===== src/rtl/prefetch_fifo_pkg.sv =====
// Shared definitions for the prefetch FIFO read/write schedulers.
// Holds the arbiter state encoding and the width helper.
package prefetch_fifo_pkg;

    typedef enum logic {
        ST_IDLE  = 1'b0,
        ST_GRANT = 1'b1
    } arb_state_t;

    // Like $clog2, but never returns less than 1.
    function automatic int clog2_min1(input int v);
        int r;
        r = 1;
        while ((1 << r) < v) r++;
        return r;
    endfunction

endpackage


===== src/rtl/prefetch_fifo_rd_arbiter_if.sv =====
// Read-side bundle: FIFO read ports on one side, the merged
// output stream on the other.
interface prefetch_fifo_rd_arbiter_if #(
    parameter int N_SRC  = 4,
    parameter int DATA_W = 8
);
    localparam int SEL_W = prefetch_fifo_pkg::clog2_min1(N_SRC);

    logic [N_SRC-1:0]        src_mask;
    logic [N_SRC-1:0]        src_vld;
    logic [N_SRC*DATA_W-1:0] src_data;
    logic [N_SRC-1:0]        src_rd_en;
    logic                    out_vld;
    logic [DATA_W-1:0]       out_data;
    logic [SEL_W-1:0]        out_src;
    logic                    out_last;
    logic                    out_rdy;
    logic                    busy;

    modport master (
        input  src_mask, src_vld, src_data, out_rdy,
        output src_rd_en, out_vld, out_data, out_src, out_last, busy
    );

    modport slave (
        output src_mask, src_vld, src_data, out_rdy,
        input  src_rd_en, out_vld, out_data, out_src, out_last, busy
    );

endinterface


===== src/rtl/prefetch_rr_pick.sv =====
// Rotate-priority encoder: first set request at or after rr_ptr,
// wrapping modulo N_SRC.
module prefetch_rr_pick
    import prefetch_fifo_pkg::*;
#(
    parameter int N_SRC = 4,
    parameter int SEL_W = clog2_min1(N_SRC)
) (
    input  logic [N_SRC-1:0] req,
    input  logic [SEL_W-1:0] rr_ptr,
    output logic [SEL_W-1:0] pick,
    output logic             any
);

    logic [2*N_SRC-1:0] dbl;
    logic [N_SRC-1:0]   rot;

    // rot[i] is the request i positions after rr_ptr
    assign dbl = {req, req} >> rr_ptr;
    assign rot = dbl[N_SRC-1:0];

    always_comb begin
        logic [SEL_W:0] sum;
        pick = '0;
        any  = 1'b0;
        sum  = '0;
        for (int i = N_SRC - 1; i >= 0; i--) begin
            if (rot[i]) begin
                sum = {1'b0, rr_ptr} + (SEL_W+1)'(i);
                if (sum >= (SEL_W+1)'(N_SRC))
                    sum = sum - (SEL_W+1)'(N_SRC);
                pick = sum[SEL_W-1:0];
                any  = 1'b1;
            end
        end
    end

endmodule


===== src/rtl/prefetch_fifo_rd_arbiter.sv =====
// Burst round-robin read scheduler sharing one consumer
// between N_SRC prefetch FIFOs.
module prefetch_fifo_rd_arbiter
    import prefetch_fifo_pkg::*;
#(
    parameter int N_SRC     = 4,
    parameter int DATA_W    = 8,
    parameter int BURST_LEN = 16
) (
    input  logic rd_clk,
    input  logic rd_rst,
    prefetch_fifo_rd_arbiter_if.master bus
);

    localparam int SEL_W = clog2_min1(N_SRC);
    localparam int CNT_W = clog2_min1(BURST_LEN);

    logic [1:0]        rst_sync;
    logic              core_rst;
    arb_state_t        state;
    logic [SEL_W-1:0]  grant;
    logic [SEL_W-1:0]  rr_ptr;
    logic [SEL_W-1:0]  nxt_ptr;
    logic [SEL_W-1:0]  pick;
    logic [CNT_W-1:0]  beat_cnt;
    logic [N_SRC-1:0]  req;
    logic [N_SRC-1:0]  rd_en;
    logic              any;
    logic              in_grant;
    logic              vld_g;
    logic              pop;
    logic              last;
    logic [DATA_W-1:0] data_arr [N_SRC];

    // Assert immediately, release two rd_clk edges later.
    always_ff @(posedge rd_clk or posedge rd_rst) begin
        if (rd_rst) rst_sync <= 2'b11;
        else        rst_sync <= {rst_sync[0], 1'b0};
    end

    assign core_rst = rst_sync[1];

    for (genvar i = 0; i < N_SRC; i++) begin : g_data
        assign data_arr[i] = bus.src_data[i*DATA_W +: DATA_W];
    end

    assign req      = bus.src_vld & bus.src_mask;
    assign in_grant = (state == ST_GRANT);
    assign vld_g    = bus.src_vld[grant];
    assign pop      = bus.out_vld & bus.out_rdy;
    assign last     = (beat_cnt == CNT_W'(BURST_LEN - 1));
    assign nxt_ptr  = (grant == SEL_W'(N_SRC - 1)) ? '0
                    : grant + SEL_W'(1);

    prefetch_rr_pick #(
        .N_SRC (N_SRC),
        .SEL_W (SEL_W)
    ) u_pick (
        .req    (req),
        .rr_ptr (rr_ptr),
        .pick   (pick),
        .any    (any)
    );

    always_ff @(posedge rd_clk or posedge core_rst) begin
        if (core_rst) begin
            state    <= ST_IDLE;
            grant    <= '0;
            rr_ptr   <= '0;
            beat_cnt <= '0;
        end else begin
            unique case (state)
                ST_IDLE: begin
                    beat_cnt <= '0;
                    if (any) begin
                        grant <= pick;
                        state <= ST_GRANT;
                    end
                end
                ST_GRANT: begin
                    if (!vld_g) begin
                        state  <= ST_IDLE;
                        rr_ptr <= nxt_ptr;
                    end else if (pop) begin
                        if (last) begin
                            state  <= ST_IDLE;
                            rr_ptr <= nxt_ptr;
                        end
                        beat_cnt <= beat_cnt + CNT_W'(1);
                    end
                end
                default: state <= ST_IDLE;
            endcase
        end
    end

    always_comb begin
        rd_en = '0;
        if (in_grant && bus.out_rdy && vld_g)
            rd_en[grant] = 1'b1;
    end

    assign bus.src_rd_en = rd_en;
    assign bus.out_vld   = in_grant & vld_g;
    assign bus.out_data  = in_grant ? data_arr[grant] : '0;
    assign bus.out_src   = grant;
    assign bus.out_last  = bus.out_vld & last;
    assign bus.busy      = in_grant;

endmodule

===== src/flat_wrapper.sv =====
// flat-port wrapper written by rule: the top's interface ports become plain ports
module prefetch_fifo_rd_arbiter_flat import prefetch_fifo_pkg::*;
#(
    parameter int N_SRC     = 4,
    parameter int DATA_W    = 8,
    parameter int BURST_LEN = 16
)
  (rd_clk, rd_rst, bus_src_mask, bus_src_vld, bus_src_data, bus_out_rdy, bus_src_rd_en, bus_out_vld, bus_out_data, bus_out_src, bus_out_last, bus_busy);
  prefetch_fifo_rd_arbiter_if #(.N_SRC(N_SRC), .DATA_W(DATA_W)) bus_i ();
  input  logic rd_clk;
  input  logic rd_rst;
  input wire logic [$bits(bus_i.src_mask)-1:0] bus_src_mask;
  input wire logic [$bits(bus_i.src_vld)-1:0] bus_src_vld;
  input wire logic [$bits(bus_i.src_data)-1:0] bus_src_data;
  input wire logic [$bits(bus_i.out_rdy)-1:0] bus_out_rdy;
  output wire logic [$bits(bus_i.src_rd_en)-1:0] bus_src_rd_en;
  output wire logic [$bits(bus_i.out_vld)-1:0] bus_out_vld;
  output wire logic [$bits(bus_i.out_data)-1:0] bus_out_data;
  output wire logic [$bits(bus_i.out_src)-1:0] bus_out_src;
  output wire logic [$bits(bus_i.out_last)-1:0] bus_out_last;
  output wire logic [$bits(bus_i.busy)-1:0] bus_busy;
  assign bus_i.src_mask = bus_src_mask;
  assign bus_i.src_vld = bus_src_vld;
  assign bus_i.src_data = bus_src_data;
  assign bus_i.out_rdy = bus_out_rdy;
  assign bus_src_rd_en = bus_i.src_rd_en;
  assign bus_out_vld = bus_i.out_vld;
  assign bus_out_data = bus_i.out_data;
  assign bus_out_src = bus_i.out_src;
  assign bus_out_last = bus_i.out_last;
  assign bus_busy = bus_i.busy;
  prefetch_fifo_rd_arbiter #(.N_SRC(N_SRC), .DATA_W(DATA_W), .BURST_LEN(BURST_LEN)) u_core (.rd_clk(rd_clk), .rd_rst(rd_rst), .bus(bus_i));
endmodule

===== config.mk =====
export PLATFORM = sky130hd
export DESIGN_NAME = prefetch_fifo_rd_arbiter_flat
export DESIGN_NICKNAME = d
export VERILOG_FILES = /design/src/rtl/prefetch_fifo_pkg.sv /design/src/rtl/prefetch_fifo_rd_arbiter_if.sv /design/src/rtl/prefetch_rr_pick.sv /design/src/rtl/prefetch_fifo_rd_arbiter.sv /design/src/flat_wrapper.sv
export SDC_FILE = /design/constraint.sdc
export NUM_CORES = 1
export LEC_CHECK = 0
export CAP_MARGIN = 10
export CORE_AREA = 10 10 63 65
export DETAILED_ROUTE_END_ITERATION = 16
export DIE_AREA = 0 0 73 75
export PLACE_DENSITY = 0.81
export SYNTH_ARGS = -nofsm -noshare
export SYNTH_HDL_FRONTEND = slang
export SYNTH_SLANG_ARGS = --single-unit

===== constraint.sdc =====
create_clock -name rd_clk -period 1.7 [get_ports rd_clk]
set_clock_uncertainty 0.1 [all_clocks]
set_input_delay 0.17 -clock rd_clk [delete_from_list [all_inputs] [get_ports rd_clk]]
set_output_delay 0.17 -clock rd_clk [all_outputs]
set_load 0.02 [all_outputs]

==> summary.md <==
| Metric | Value |
|---|---|
| Outcome | `finished, violations left` |
| Failing checks | `negative setup slack` |
| Setup Fix Bufs, Post-CTS | `0` |
| Net Count, Synth | `141` |
| CTS Hold Buffers Added | `0` |
| Total GRT Usage | `13.85%` |
| HPWL after DPL | `3116 um` |
| CTS root buffer | `clkbuf_4` |
| Leading post-synthesis cells by cell area | `dfrtp_1, mux4_2, and2_1, ha_1, dfstp_2` |
| Power Density | `1409 nW/um2` |
| Synth Area in Simple Gates | `23.89%` |
| Final net count | `217` |
| Layout fillers | `223` |
| Drt pass-1 iters | `6` |
| Cell family with most CP delay | `multiplexers` |
| RSZ-0062 raised after global routing | `true` |
| Pre-CTS WS | `-663.5 ps` |
| Die Y | `75 um` |
| Die X-Extent | `73 um` |
| Yosys warns | `0` |
| P_leak | `0.0007771 uW` |
| Final wirelength | `3724 um` |
| Gate Count Post-Synth | `93` |
| CTS clk-pin slew, worst paths | `70 ps` |
| Commonest cells after routing, fill and taps aside | `clkdlybuf4s50_1, buf_6, buf_4` |
| Netlist cell types | `32` |
| Finished Layout Cells | `199` |
| Register area share after synthesis | `28.98%` |
| Routed Antenna Nets | `0` |
| Setup_tns | `-3303 ps` |
| Post-layout min period | `1954 ps` |
| Drt wl/cell | `18.71 um` |
| PortBufs | `59` |
| CP required | `1430 ps` |
| Commonest non-fill, non-tap cell in the layout | `clkdlybuf4s50_1` |
| CTS Buf Count | `3` |
| Final hold vios | `0` |
| Pwr Total | `2519 uW` |
| Vias/cell | `5.266` |
| DR vias | `1,048` |
| Share of cells above drive strength 1 | `38.10%` |
| Top cell type by total area after synthesis | `dfrtp_1` |
| CP endpoint kind | `output port` |
| Uppermost layer routed | `met4` |
| Core box area | `2710 um2` |
| Post-synthesis cell area | `958.4 um2` |
| Std cell rows | `19` |
| FF+latch count, synth | `11` |
| Setup slack after layout | `-254.1 ps` |
| CTS tree | `done` |
| Slowest CP cell | `mux4_2` |
| Synth Area in Adders | `6.527%` |
| Skew-Pair Late Insertion Delay | `270 ps` |
| Initial antenna violation count | `0` |
| Wire length on met3 | `203 um` |
| First DRT Iteration DRCs | `33` |
| Compound-Gate Fraction of Synth Area | `12.01%` |
| Area grow syn2layout | `86.55%` |
| Post-synthesis mux area share | `23.50%` |
| Gr ovfl total | `0` |
| Fmax | `511.8 MHz` |
| GPL Wtd Cong | `0.8567` |
| Setup Crit Path Kind | `reg2out` |
| DRC viols | `0` |
| Dpl cells | `195` |
| Slowest stage delay, CP | `550 ps` |
| Post-Synth XOR/XNOR Area | `1.828%` |
| Syn_area_per_cell | `10.31 um2` |
| CP Launch Type | `flip-flop` |
| Worst EP arrival | `1680 ps` |
| Fin area | `1788 um2` |
| Die area | `5475 um2` |
| Synth top area share | `23.50%` |
| First-pass GRT wire length | `5920 um` |
| DR WL met2 | `2269 um` |
| I/O pin count | `60` |
| DP Area | `1698 um2` |
| Max Slew Vio Count | `0` |
| Period utilisation layout | `114.9%` |
| H-tree levels | `1` |
| Vias in the first global route | `1,194` |
| CTS Buffer Depth | `2` |
| CP bufs+invs | `1` |
| Max_cap viols | `0` |
| DRT met1 WL | `1196 um` |
| Effective utilization at floorplan | `35.36%` |
| Largest family of logic cells by synthesized area | `simple AND/OR/NAND/NOR gates` |
| ANT cells | `0` |
| Peak supply drop | `1067 uV` |
| Clock Sinks | `11` |
| Worst Path Max Fanout | `4` |
| Largest net degree at the start of global routing | `17` |
| Worst hold path class | `reg2async` |
| CP cell instances | `mux4_2, and3_4, and2_4, buf_6` |
| Count of final setup violators | `18` |
==> through the flow <==
step                util [%]  hold WS, ps
floorplan                  -       -18.50
global placement       62.65        112.0
detailed placement     62.65        116.4
CTS                    65.97        123.0
global route           65.97        145.5
finish                 65.97        112.6
==> worst paths after layout <==
kind | slack, ps | from | cells after the start | end
worst max-delay path | -250 | u_core.bus.out_src[0] | 4 | bus_src_rd_en[0]
worst min-delay path | 110 | u_core.rst_sync[1] | 1 | u_core.bus.out_src[1]
worst max register to register | -150 | u_core.bus.out_src[0] | 4 | u_core.rr_ptr[1]
worst min register to register | 110 | u_core.rst_sync[1] | 1 | u_core.bus.out_src[1]
max in group asynchronous | 1110 | u_core.rst_sync[1] | 1 | u_core.bus.out_src[0]
min in group rd_clk | 260 | u_core.rst_sync[0] | 0 | u_core.rst_sync[1]
==> power breakdown <==
group | total, uW | internal (uW) | leakage [uW] | switching [uW]
clock | 177 | 90.8 | 0.0000150 | 86.7
sequential | 448 | 349 | 0.000134 | 99.4
combinational | 1890 | 1070 | 0.000628 | 825
==> what timing repair did <==
| action | CTS | global route |
|---|---|---|
| pin swaps | 14 | 0 |
| setup endpoints to repair | 21 | 20 |
| resized for setup | 103 | 1 |
==> routing by layer <==
metal / GRT usage (%) / vias to the layer above
li1: - / 497
met1: 12.31 / 509
met2: 29.32 / 36
met3: 2.891 / 6
met4: 4.641 / 0
met5: 0 / -
==> cell type report <==
cell class | instances | area (um2) | area share, %
Timing Repair Buffer | 74 | 724.4 | 40.52
Multi-Input combinational cell | 75 | 704.4 | 39.40
Sequential cell | 11 | 279.0 | 15.61
Tap cell | 31 | 38.79 | 2.169
Clock buffer | 4 | 26.28 | 1.470
Inverter | 4 | 15.01 | 0.8398
==> cell families (layout without fill, tap and decap cells) <==
kind of cell / count (synthesis) / after routing
muxes: 11 / 11
adders and majority gates: 5 / 5
DFF: 11 / 11
AOI/OAI and AO/OA: 17 / 17
and+or+nand+nor: 39 / 39
xor gates and xnor gates: 2 / 2
buffers and inverters: 7 / 82
other: 1 / 1
==> synthesized netlist by cell type <==
library cell	number
buf_2	1
nor2b_1	1
nand2_1	6
dfstp_2	2
and2_1	15
a32o_1	1
ha_1	5
nand4_1	1
a21oi_1	2
and3_1	1
conb_1	1
a21boi_0	3
and4_1	2
or4b_1	1
xnor2_1	2
a31oi_1	5
nand3b_1	1
a41oi_1	1
a21o_1	1
or3b_2	1
nand2_2	1
clkbuf_1	2
nor3b_1	1
o21ai_0	2
nand3_1	5
o211ai_1	1
nor2_1	3
mux2_2	2
o21a_1	1
mux4_2	9
inv_1	4
dfrtp_1	9
==> flip-flops by register name (all words and copies together) (netlist names) <==
| register | flops |
|---|---|
| u_core.beat_cnt | 4 |
| u_core.bus.busy | 1 |
| u_core.bus.out_src | 2 |
| u_core.rr_ptr | 2 |
| u_core.rst_sync | 2 |
(Power assumes the default switching activity.)
